==> src/rtl/id_stage_if.sv <==
// Fetch-to-decode handshake: fetch presents an instruction and its PC;
// decode answers with id_ready in the same cycle.
interface id_stage_if #(
    parameter int XLEN = 32
);
    logic            if_valid;
    logic [31:0]     if_instr;
    logic [XLEN-1:0] if_pc;
    logic            id_ready;

    modport master (output if_valid, if_instr, if_pc, input  id_ready);
    modport slave  (input  if_valid, if_instr, if_pc, output id_ready);
endinterface

==> src/rtl/id_stage.sv <==
// RV32 decode stage: field split, immediate generation, write-through operand
// bypass, load-use bubble insertion and the ID/EX pipeline register.
module id_stage #(
    parameter int XLEN = 32
) (
    input  logic            clk,
    input  logic            rst,
    id_stage_if.slave       fetch,
    output logic [4:0]      AddrA,
    output logic [4:0]      AddrB,
    input  logic [XLEN-1:0] DataA,
    input  logic [XLEN-1:0] DataB,
    input  logic            wb_RegWEn,
    input  logic [4:0]      wb_AddrD,
    input  logic [XLEN-1:0] wb_DataD,
    input  logic            ex_ready,
    input  logic            flush,
    output logic            ex_valid,
    output logic [XLEN-1:0] ex_pc,
    output logic [31:0]     ex_instr,
    output logic [XLEN-1:0] ex_rs1_data,
    output logic [XLEN-1:0] ex_rs2_data,
    output logic [XLEN-1:0] ex_imm,
    output logic [4:0]      ex_rd,
    output logic            ex_RegWEn,
    output logic            ex_is_load,
    output logic            ex_illegal
);
    localparam logic [6:0] OpLoad   = 7'b0000011;
    localparam logic [6:0] OpImm    = 7'b0010011;
    localparam logic [6:0] OpAuipc  = 7'b0010111;
    localparam logic [6:0] OpStore  = 7'b0100011;
    localparam logic [6:0] OpReg    = 7'b0110011;
    localparam logic [6:0] OpLui    = 7'b0110111;
    localparam logic [6:0] OpBranch = 7'b1100011;
    localparam logic [6:0] OpJalr   = 7'b1100111;
    localparam logic [6:0] OpJal    = 7'b1101111;

    function automatic logic signed [XLEN-1:0] immGen(input logic [31:0] ins);
        logic signed [31:0] imm32;
        imm32 = '0;
        case (ins[6:0])
            OpLoad, OpImm, OpJalr: imm32 = {{20{ins[31]}}, ins[31:20]};
            OpStore:               imm32 = {{20{ins[31]}}, ins[31:25], ins[11:7]};
            OpBranch:              imm32 = {{19{ins[31]}}, ins[31], ins[7], ins[30:25], ins[11:8], 1'b0};
            OpLui, OpAuipc:        imm32 = {ins[31:12], 12'b0};
            OpJal:                 imm32 = {{11{ins[31]}}, ins[31], ins[19:12], ins[20], ins[30:21], 1'b0};
            default:               imm32 = '0;
        endcase
        return XLEN'(imm32);
    endfunction

    // x0 reads as zero; a same-cycle writeback to the read address wins over the file
    function automatic logic [XLEN-1:0] selOperand(input logic [4:0]      addr,
                                                   input logic [XLEN-1:0] rfData,
                                                   input logic            wbEn,
                                                   input logic [4:0]      wbAddr,
                                                   input logic [XLEN-1:0] wbData);
        if (addr == 5'd0)
            return '0;
        else if (wbEn && (wbAddr == addr))
            return wbData;
        else
            return rfData;
    endfunction

    logic [6:0]             opcode;
    logic [4:0]             rd;
    logic                   usesRs1;
    logic                   usesRs2;
    logic                   writesRd;
    logic                   isLoad;
    logic                   illegal;
    logic                   hazard;
    logic                   loadEn;
    logic signed [XLEN-1:0] immDec;
    logic [XLEN-1:0]        rs1Data;
    logic [XLEN-1:0]        rs2Data;

    assign opcode = fetch.if_instr[6:0];
    assign rd     = fetch.if_instr[11:7];
    assign AddrA  = fetch.if_instr[19:15];
    assign AddrB  = fetch.if_instr[24:20];

    always_comb begin
        usesRs1  = 1'b0;
        usesRs2  = 1'b0;
        writesRd = 1'b0;
        isLoad   = 1'b0;
        illegal  = 1'b0;
        case (opcode)
            OpReg:    begin usesRs1 = 1'b1; usesRs2 = 1'b1; writesRd = 1'b1; end
            OpImm:    begin usesRs1 = 1'b1; writesRd = 1'b1; end
            OpLoad:   begin usesRs1 = 1'b1; writesRd = 1'b1; isLoad = 1'b1; end
            OpStore:  begin usesRs1 = 1'b1; usesRs2 = 1'b1; end
            OpBranch: begin usesRs1 = 1'b1; usesRs2 = 1'b1; end
            OpJalr:   begin usesRs1 = 1'b1; writesRd = 1'b1; end
            OpLui, OpAuipc, OpJal: writesRd = 1'b1;
            default:  illegal = 1'b1;
        endcase
    end

    assign immDec  = immGen(fetch.if_instr);
    assign rs1Data = selOperand(AddrA, DataA, wb_RegWEn, wb_AddrD, wb_DataD);
    assign rs2Data = selOperand(AddrB, DataB, wb_RegWEn, wb_AddrD, wb_DataD);

    assign hazard = ex_valid && ex_is_load && (ex_rd != 5'd0) &&
                    ((usesRs1 && (ex_rd == AddrA)) || (usesRs2 && (ex_rd == AddrB)));

    assign fetch.id_ready = flush || ((!ex_valid || ex_ready) && !hazard);
    assign loadEn         = fetch.if_valid && !hazard;

    // ID/EX register: flush beats hold; a bubble or idle cycle clears only the control flags
    always_ff @(posedge clk or negedge rst) begin
        if (!rst) begin
            ex_valid    <= 1'b0;
            ex_pc       <= '0;
            ex_instr    <= '0;
            ex_rs1_data <= '0;
            ex_rs2_data <= '0;
            ex_imm      <= '0;
            ex_rd       <= '0;
            ex_RegWEn   <= 1'b0;
            ex_is_load  <= 1'b0;
            ex_illegal  <= 1'b0;
        end else if (flush) begin
            ex_valid   <= 1'b0;
            ex_RegWEn  <= 1'b0;
            ex_is_load <= 1'b0;
        end else if (!ex_valid || ex_ready) begin
            if (loadEn) begin
                ex_valid    <= 1'b1;
                ex_pc       <= fetch.if_pc;
                ex_instr    <= fetch.if_instr;
                ex_rs1_data <= rs1Data;
                ex_rs2_data <= rs2Data;
                ex_imm      <= immDec;
                ex_rd       <= rd;
                ex_RegWEn   <= writesRd && (rd != 5'd0);
                ex_is_load  <= isLoad;
                ex_illegal  <= illegal;
            end else begin
                ex_valid   <= 1'b0;
                ex_RegWEn  <= 1'b0;
                ex_is_load <= 1'b0;
            end
        end
    end
endmodule

==> src/flat_wrapper.sv <==
// flat-port wrapper written by rule: the top's interface ports become plain ports
module id_stage_flat 
#(
    parameter int XLEN = 32
)
  (clk, rst, AddrA, AddrB, DataA, DataB, wb_RegWEn, wb_AddrD, wb_DataD, ex_ready, flush, ex_valid, ex_pc, ex_instr, ex_rs1_data, ex_rs2_data, ex_imm, ex_rd, ex_RegWEn, ex_is_load, ex_illegal, fetch_if_valid, fetch_if_instr, fetch_if_pc, fetch_id_ready);
  id_stage_if #(.XLEN(XLEN)) fetch_i ();
  input  logic clk;
  input  logic rst;
  output logic [4:0] AddrA;
  output logic [4:0] AddrB;
  input  logic [XLEN-1:0] DataA;
  input  logic [XLEN-1:0] DataB;
  input  logic wb_RegWEn;
  input  logic [4:0] wb_AddrD;
  input  logic [XLEN-1:0] wb_DataD;
  input  logic ex_ready;
  input  logic flush;
  output logic ex_valid;
  output logic [XLEN-1:0] ex_pc;
  output logic [31:0] ex_instr;
  output logic [XLEN-1:0] ex_rs1_data;
  output logic [XLEN-1:0] ex_rs2_data;
  output logic [XLEN-1:0] ex_imm;
  output logic [4:0] ex_rd;
  output logic ex_RegWEn;
  output logic ex_is_load;
  output logic ex_illegal;
  input wire logic [$bits(fetch_i.if_valid)-1:0] fetch_if_valid;
  input wire logic [$bits(fetch_i.if_instr)-1:0] fetch_if_instr;
  input wire logic [$bits(fetch_i.if_pc)-1:0] fetch_if_pc;
  output wire logic [$bits(fetch_i.id_ready)-1:0] fetch_id_ready;
  assign fetch_i.if_valid = fetch_if_valid;
  assign fetch_i.if_instr = fetch_if_instr;
  assign fetch_i.if_pc = fetch_if_pc;
  assign fetch_id_ready = fetch_i.id_ready;
  id_stage #(.XLEN(XLEN)) u_core (.clk(clk), .rst(rst), .fetch(fetch_i), .AddrA(AddrA), .AddrB(AddrB), .DataA(DataA), .DataB(DataB), .wb_RegWEn(wb_RegWEn), .wb_AddrD(wb_AddrD), .wb_DataD(wb_DataD), .ex_ready(ex_ready), .flush(flush), .ex_valid(ex_valid), .ex_pc(ex_pc), .ex_instr(ex_instr), .ex_rs1_data(ex_rs1_data), .ex_rs2_data(ex_rs2_data), .ex_imm(ex_imm), .ex_rd(ex_rd), .ex_RegWEn(ex_RegWEn), .ex_is_load(ex_is_load), .ex_illegal(ex_illegal));
endmodule
==> config.mk <==
export PLATFORM = sky130hd
export DESIGN_NAME = id_stage_flat
export DESIGN_NICKNAME = d
export VERILOG_FILES = /design/src/rtl/id_stage_if.sv /design/src/rtl/id_stage.sv /design/src/flat_wrapper.sv
export SDC_FILE = /design/constraint.sdc
export NUM_CORES = 1
export LEC_CHECK = 0
export BUFFER_PORTS_ARGS = -buffer_cell sky130_fd_sc_hd__buf_2
export CORE_UTILIZATION = 45
export DETAILED_ROUTE_END_ITERATION = 10
export PLACE_DENSITY_LB_ADDON = 0.3
export SLEW_MARGIN = 20
export SYNTH_ARGS = -nofsm -noshare
export SYNTH_HDL_FRONTEND = slang
export SYNTH_SLANG_ARGS = --single-unit
==> constraint.sdc <==
create_clock -name clk -period 7.2 [get_ports clk]
set_clock_uncertainty 0.15 [all_clocks]
set_input_delay 0.36 -clock clk [delete_from_list [all_inputs] [get_ports clk]]
set_output_delay 0.36 -clock clk [all_outputs]
set_load 0.01 [all_outputs]
Yosys cells after proc, flatten, opt, wreduce, memory -nomap -nowiden
Index checks and enable logic that the tools add are counted.
- add/subtract/negate cells: 0
- multiply operators: 0
- divide/modulo/power cells: 0
- magnitude comparators: 0
- equality and inequality tests: 13
- shifts and indexed selects: 0
- muxes and demuxes: 19
- bitwise gates (word level): 1
- reductions and logical operators: 27
- operators with widths (cell ; number):
    $pmux W32 S5 ; 1
    $mux W32 ; 4
    $eq A7 B6 Y1 const B ; 3
    $eq A7 B7 Y1 const B ; 3
    $eq A5 B5 Y1 ; 4
    $eq A7 B5 Y1 const B ; 2
    $mux W1 ; 14
    $logic_and A1 B1 Y1 ; 10
    $logic_not A5 Y1 ; 2
    $reduce_bool A5 Y1 ; 2
    $reduce_or A9 Y1 ; 1
    $eq A7 B2 Y1 const B ; 1
    $reduce_or A7 Y1 ; 1
    $reduce_or A3 Y1 ; 2
    $reduce_or A6 Y1 ; 1
    $logic_or A1 B1 Y1 ; 3
    $reduce_and A3 Y1 ; 1
    $logic_not A1 Y1 ; 2
    $reduce_bool A2 Y1 ; 1
    $reduce_or A2 Y1 ; 1
    $not A1 Y1 ; 1
- register bits: 169
- bits in latches: 0
- bits in writable memories: 0
- bits in read-only memories: 0
- input port bits: 171
- output and inout bits: 180
- logic and storage cells: 70
- memories: 0

Logic depth before layout (Yosys ltp)
- depth after elaboration: 11
- mapped depth: 9
- depth with buffers taken out: 6

Worst setup path after synthesis
OpenSTA, ideal clock, no wires.
- path kind: reg2reg
- start point: register, netlist name u_core.ex_instr[7]
- end point: register u_core.ex_instr[0]
- setup time: 125 ps
- arrival time: 2127 ps
- data required time: 6925 ps
- path slack: 4798 ps
- stages on the path, launching flop included: 8
- path buffers: 2
- period minus slack after synthesis: 2402 ps
- cells stage by stage: dfrtp_1 > or4_1 > o211ai_2 > a211oi_2 > buf_4 > nor2_4 > buf_6 > mux2_2
- RTL lines (what ; line ; text):
    end signal, assigned ; id_stage.sv:134 ; ex_instr <= fetch.if_instr;
    end, declared ; id_stage.sv:20 ; output logic [31:0] ex_instr,

==> impl_metrics.json <==
{
  "synthDistinctLibCells": 46,
  "ant_nets": 0,
  "final_util_pct": 59.6,
  "hold_depth": 2,
  "die_y_um": 135,
  "crit_start": "u_core.ex_instr[7]$_DFFE_PN0P_",
  "tns_ns": 0,
  "cts-root-buf": "clkbuf_16",
  "seq_area_frac_synth_pct": 51.3,
  "fillers": 1505,
  "hold_viol_final": 0,
  "wl_per_cell_um": 19.1,
  "drive_above_1_share_pct": 45.9,
  "first_pass_iters": 4,
  "nets": 1176,
  "worstHoldPathType": "input pin to register",
  "coreArea_um2": 17400,
  "synthArstFlopShare_pct": 100,
  "synthAdderAreaFrac_pct": 0,
  "syn-cell-area_um2": 8000,
  "relSlewSlack_pct": 29.6,
  "finalWeightedCongestion": 0.840,
  "synthXorXnorAreaFrac_pct": 2.19,
  "start_util_pct": 46.1,
  "rows": 48,
  "hp-start": "fetch_if_pc[3]",
  "overflow": 0,
  "dpl.hpwl_um": 16700,
  "p_per_area_nw_per_um2": 246,
  "worstPathRequired_ns": 7.35,
  "drt_iter0_drc": 432,
  "preCtsSetupSlack_ns": 3.60,
  "clk_latency_ns": 0.41,
  "via_per_inst": 5.56,
  "synth_cells": 700,
  "vias": 6918,
  "maxCapViolations": 0,
  "critPathMaxFanout": 96,
  "syn_nets": 871,
  "totalWireLength_um": 23800,
  "synth-edff-count": 0,
  "p_total_mw": 2.54,
  "place_inst": 1207,
  "area_delta_synth_final_pct": 29.4,
  "grt_pass1_vias": 6483,
  "setup_viol": 0,
  "cts.clk_slew.worst_paths_ns": 0.07,
  "synth_top_flop_cell": "dfrtp_1",
  "min_period_ns": 3.49,
  "die_area_um2": 18300,
  "worstSetupPathType": "register to register",
  "yosysTopAreaCell": "dfrtp_1",
  "startpoint_type": "register",
  "cts_tree": "built",
  "antenna_found_initial": 1,
  "fin_ws_ns": 3.71,
  "clk_path_buf_depth": 2,
  "port_buffers": 350,
  "cts_made_buffers": 17,
  "htreeDepth": 4,
  "finalNonFillerCells": 1244,
  "num_io_pins": 351,
  "finalMaxSlewViolations": 0,
  "tightest_slew_ns": 1.05,
  "post_synth.cell_area_avg_um2": 11.4,
  "fp.dieW_um": 135,
  "rsz0062_at_grt": "false",
  "max_freq_mhz": 286,
  "clkSinkCount": 164,
  "cts_setup_buffers": 0,
  "status": "complete, no violations",
  "critPathArrivalTime_ns": 3.64,
  "ys_warn_count": 0,
  "fin_area_um2": 10300,
  "grt_usage_pct": 25.8,
  "route.detailed.drc": 0,
  "synth_top_area_share_pct": 51.3,
  "placed_area_um2": 9710,
  "synth_top_cells_by_area": "dfrtp_1 51%, mux2i_1 8.0%, o21ai_0 7.3%",
  "holdWs_ns": 0.0193,
  "synth_compound_area_share_pct": 18.5,
  "leakagePower_nw": 4.92,
  "fin_crit_sh_pct": 48.5,
  "ir_worst_vdd_v": 0.000174,
  "postCtsResizedCells": 0,
  "ff2ff_path_depth": 6,
  "r2r_start": "u_core.ex_instr[7]$_DFFE_PN0P_",
  "synth.area.mux_share_pct": 18.4,
  "yosys.area_share.simple_pct": 4.30,
  "grt_pass1_wl_um": 36100,
  "grt_max_degree": 97,
  "synth_top_family_by_area": "compound AO/OA/AOI/OAI gates",
  "cts_hold_buf": 3,
  "synth.ff_latch_count": 164,
  "crit_path_end_kind": "register"
}
## worst max-delay path, cell delays in order, from the launching register on
cell and delay (ns):
dfrtp_1 0.49, or4_1 0.64, o211ai_2 0.27, a211oi_4 0.06
buf_4 0.39, nor2_4 0.93, mux2_2 0.43
## power breakdown
group / internal [mW] / switching (mW) / total (mW)
sequential: 1.04 / 0.0703 / 1.11
combinational: 0.247 / 0.279 / 0.526
clock: 0.507 / 0.397 / 0.904
## cell type report
class	instances	area, um^2	share of cell area, %
Sequential cell	164	4100	39.7
Multi-Input combinational cell	456	3490	33.7
Timing Repair Buffer	363	1870	18.1
Clock buffer	19	453	4.38
Tap cell	225	282	2.72
Clock inverter	13	138	1.33
Inverter	3	11.3	0.109
Antenna cell	1	2.50	0.0242
## cell usage after synthesis (5+ instances only)
| cell | instances |
|---|---|
| a21oi_1 | 26 |
| a22o_1 | 6 |
| a311o_1 | 6 |
| buf_2 | 16 |
| buf_4 | 17 |
| buf_6 | 6 |
| clkbuf_1 | 37 |
| dfrtp_1 | 164 |
| mux2_2 | 35 |
| mux2_4 | 29 |
| mux2i_1 | 64 |
| nand2_1 | 17 |
| nor2_1 | 18 |
| o21ai_0 | 117 |
| o21ai_1 | 5 |
| o31ai_1 | 66 |
| or4_1 | 6 |
| xor2_1 | 16 |
## kinds of logic after synthesis
group | after synthesis
and+or+nand+nor | 67
xor gates and xnor gates | 20
DFF | 164
muxes | 128
buffers and inverters | 80
AOI/OAI and AO/OA | 241
## layout by cell type (no fill, tap or decap), drive strengths merged, types with 4 or more instances in the layout
cell | synthesis | routed
buf | 40 | 359
dfrtp | 164 | 164
o21ai | 122 | 122
o31ai | 66 | 66
mux2i | 64 | 64
mux2 | 64 | 64
a21oi | 26 | 26
clkbuf | 37 | 19
nor2 | 19 | 19
nand2 | 17 | 17
xor2 | 16 | 16
inv | 3 | 10
or4 | 6 | 6
a22o | 6 | 6
a311o | 6 | 6
nor3 | 4 | 4
xnor2 | 4 | 4
a22oi | 4 | 4
dlygate4sd3 | 0 | 4
a211oi | 4 | 4
## flip-flops by register name, summed over array words and instances, names as in the netlist
| name | cells |
|---|---|
| u_core.ex_imm | 32 |
| u_core.ex_instr | 32 |
| u_core.ex_pc | 32 |
| u_core.ex_rs1_data | 32 |
| u_core.ex_rs2_data | 32 |
| u_core.ex_RegWEn | 1 |
| u_core.ex_illegal | 1 |
| u_core.ex_is_load | 1 |
| u_core.ex_valid | 1 |
## path summary, 6_finish.rpt
check	endpoint	slack, ns
min reg2reg	u_core.ex_rs2_data[17]$_DFFE_PN0P_	0.35
min	u_core.ex_pc[3]$_DFFE_PN0P_	0.02
max	u_core.ex_pc[15]$_DFFE_PN0P_	3.71
max in group asynchronous	u_core.ex_valid$_DFFE_PN0P_	5.30
min in group asynchronous	u_core.ex_rs1_data[15]$_DFFE_PN0P_	0.40
max reg2reg	u_core.ex_pc[15]$_DFFE_PN0P_	3.71
## layer usage
layer	vias up	share of wire (%)	track usage, %
met5	-	0	0
met4	0	1.6	7.87
met3	29	7.2	5.42
met2	332	49	41.9
met1	3371	42	34.5
li1	3186	-	-
No activity file was read; power rests on OpenSTA's default activity.
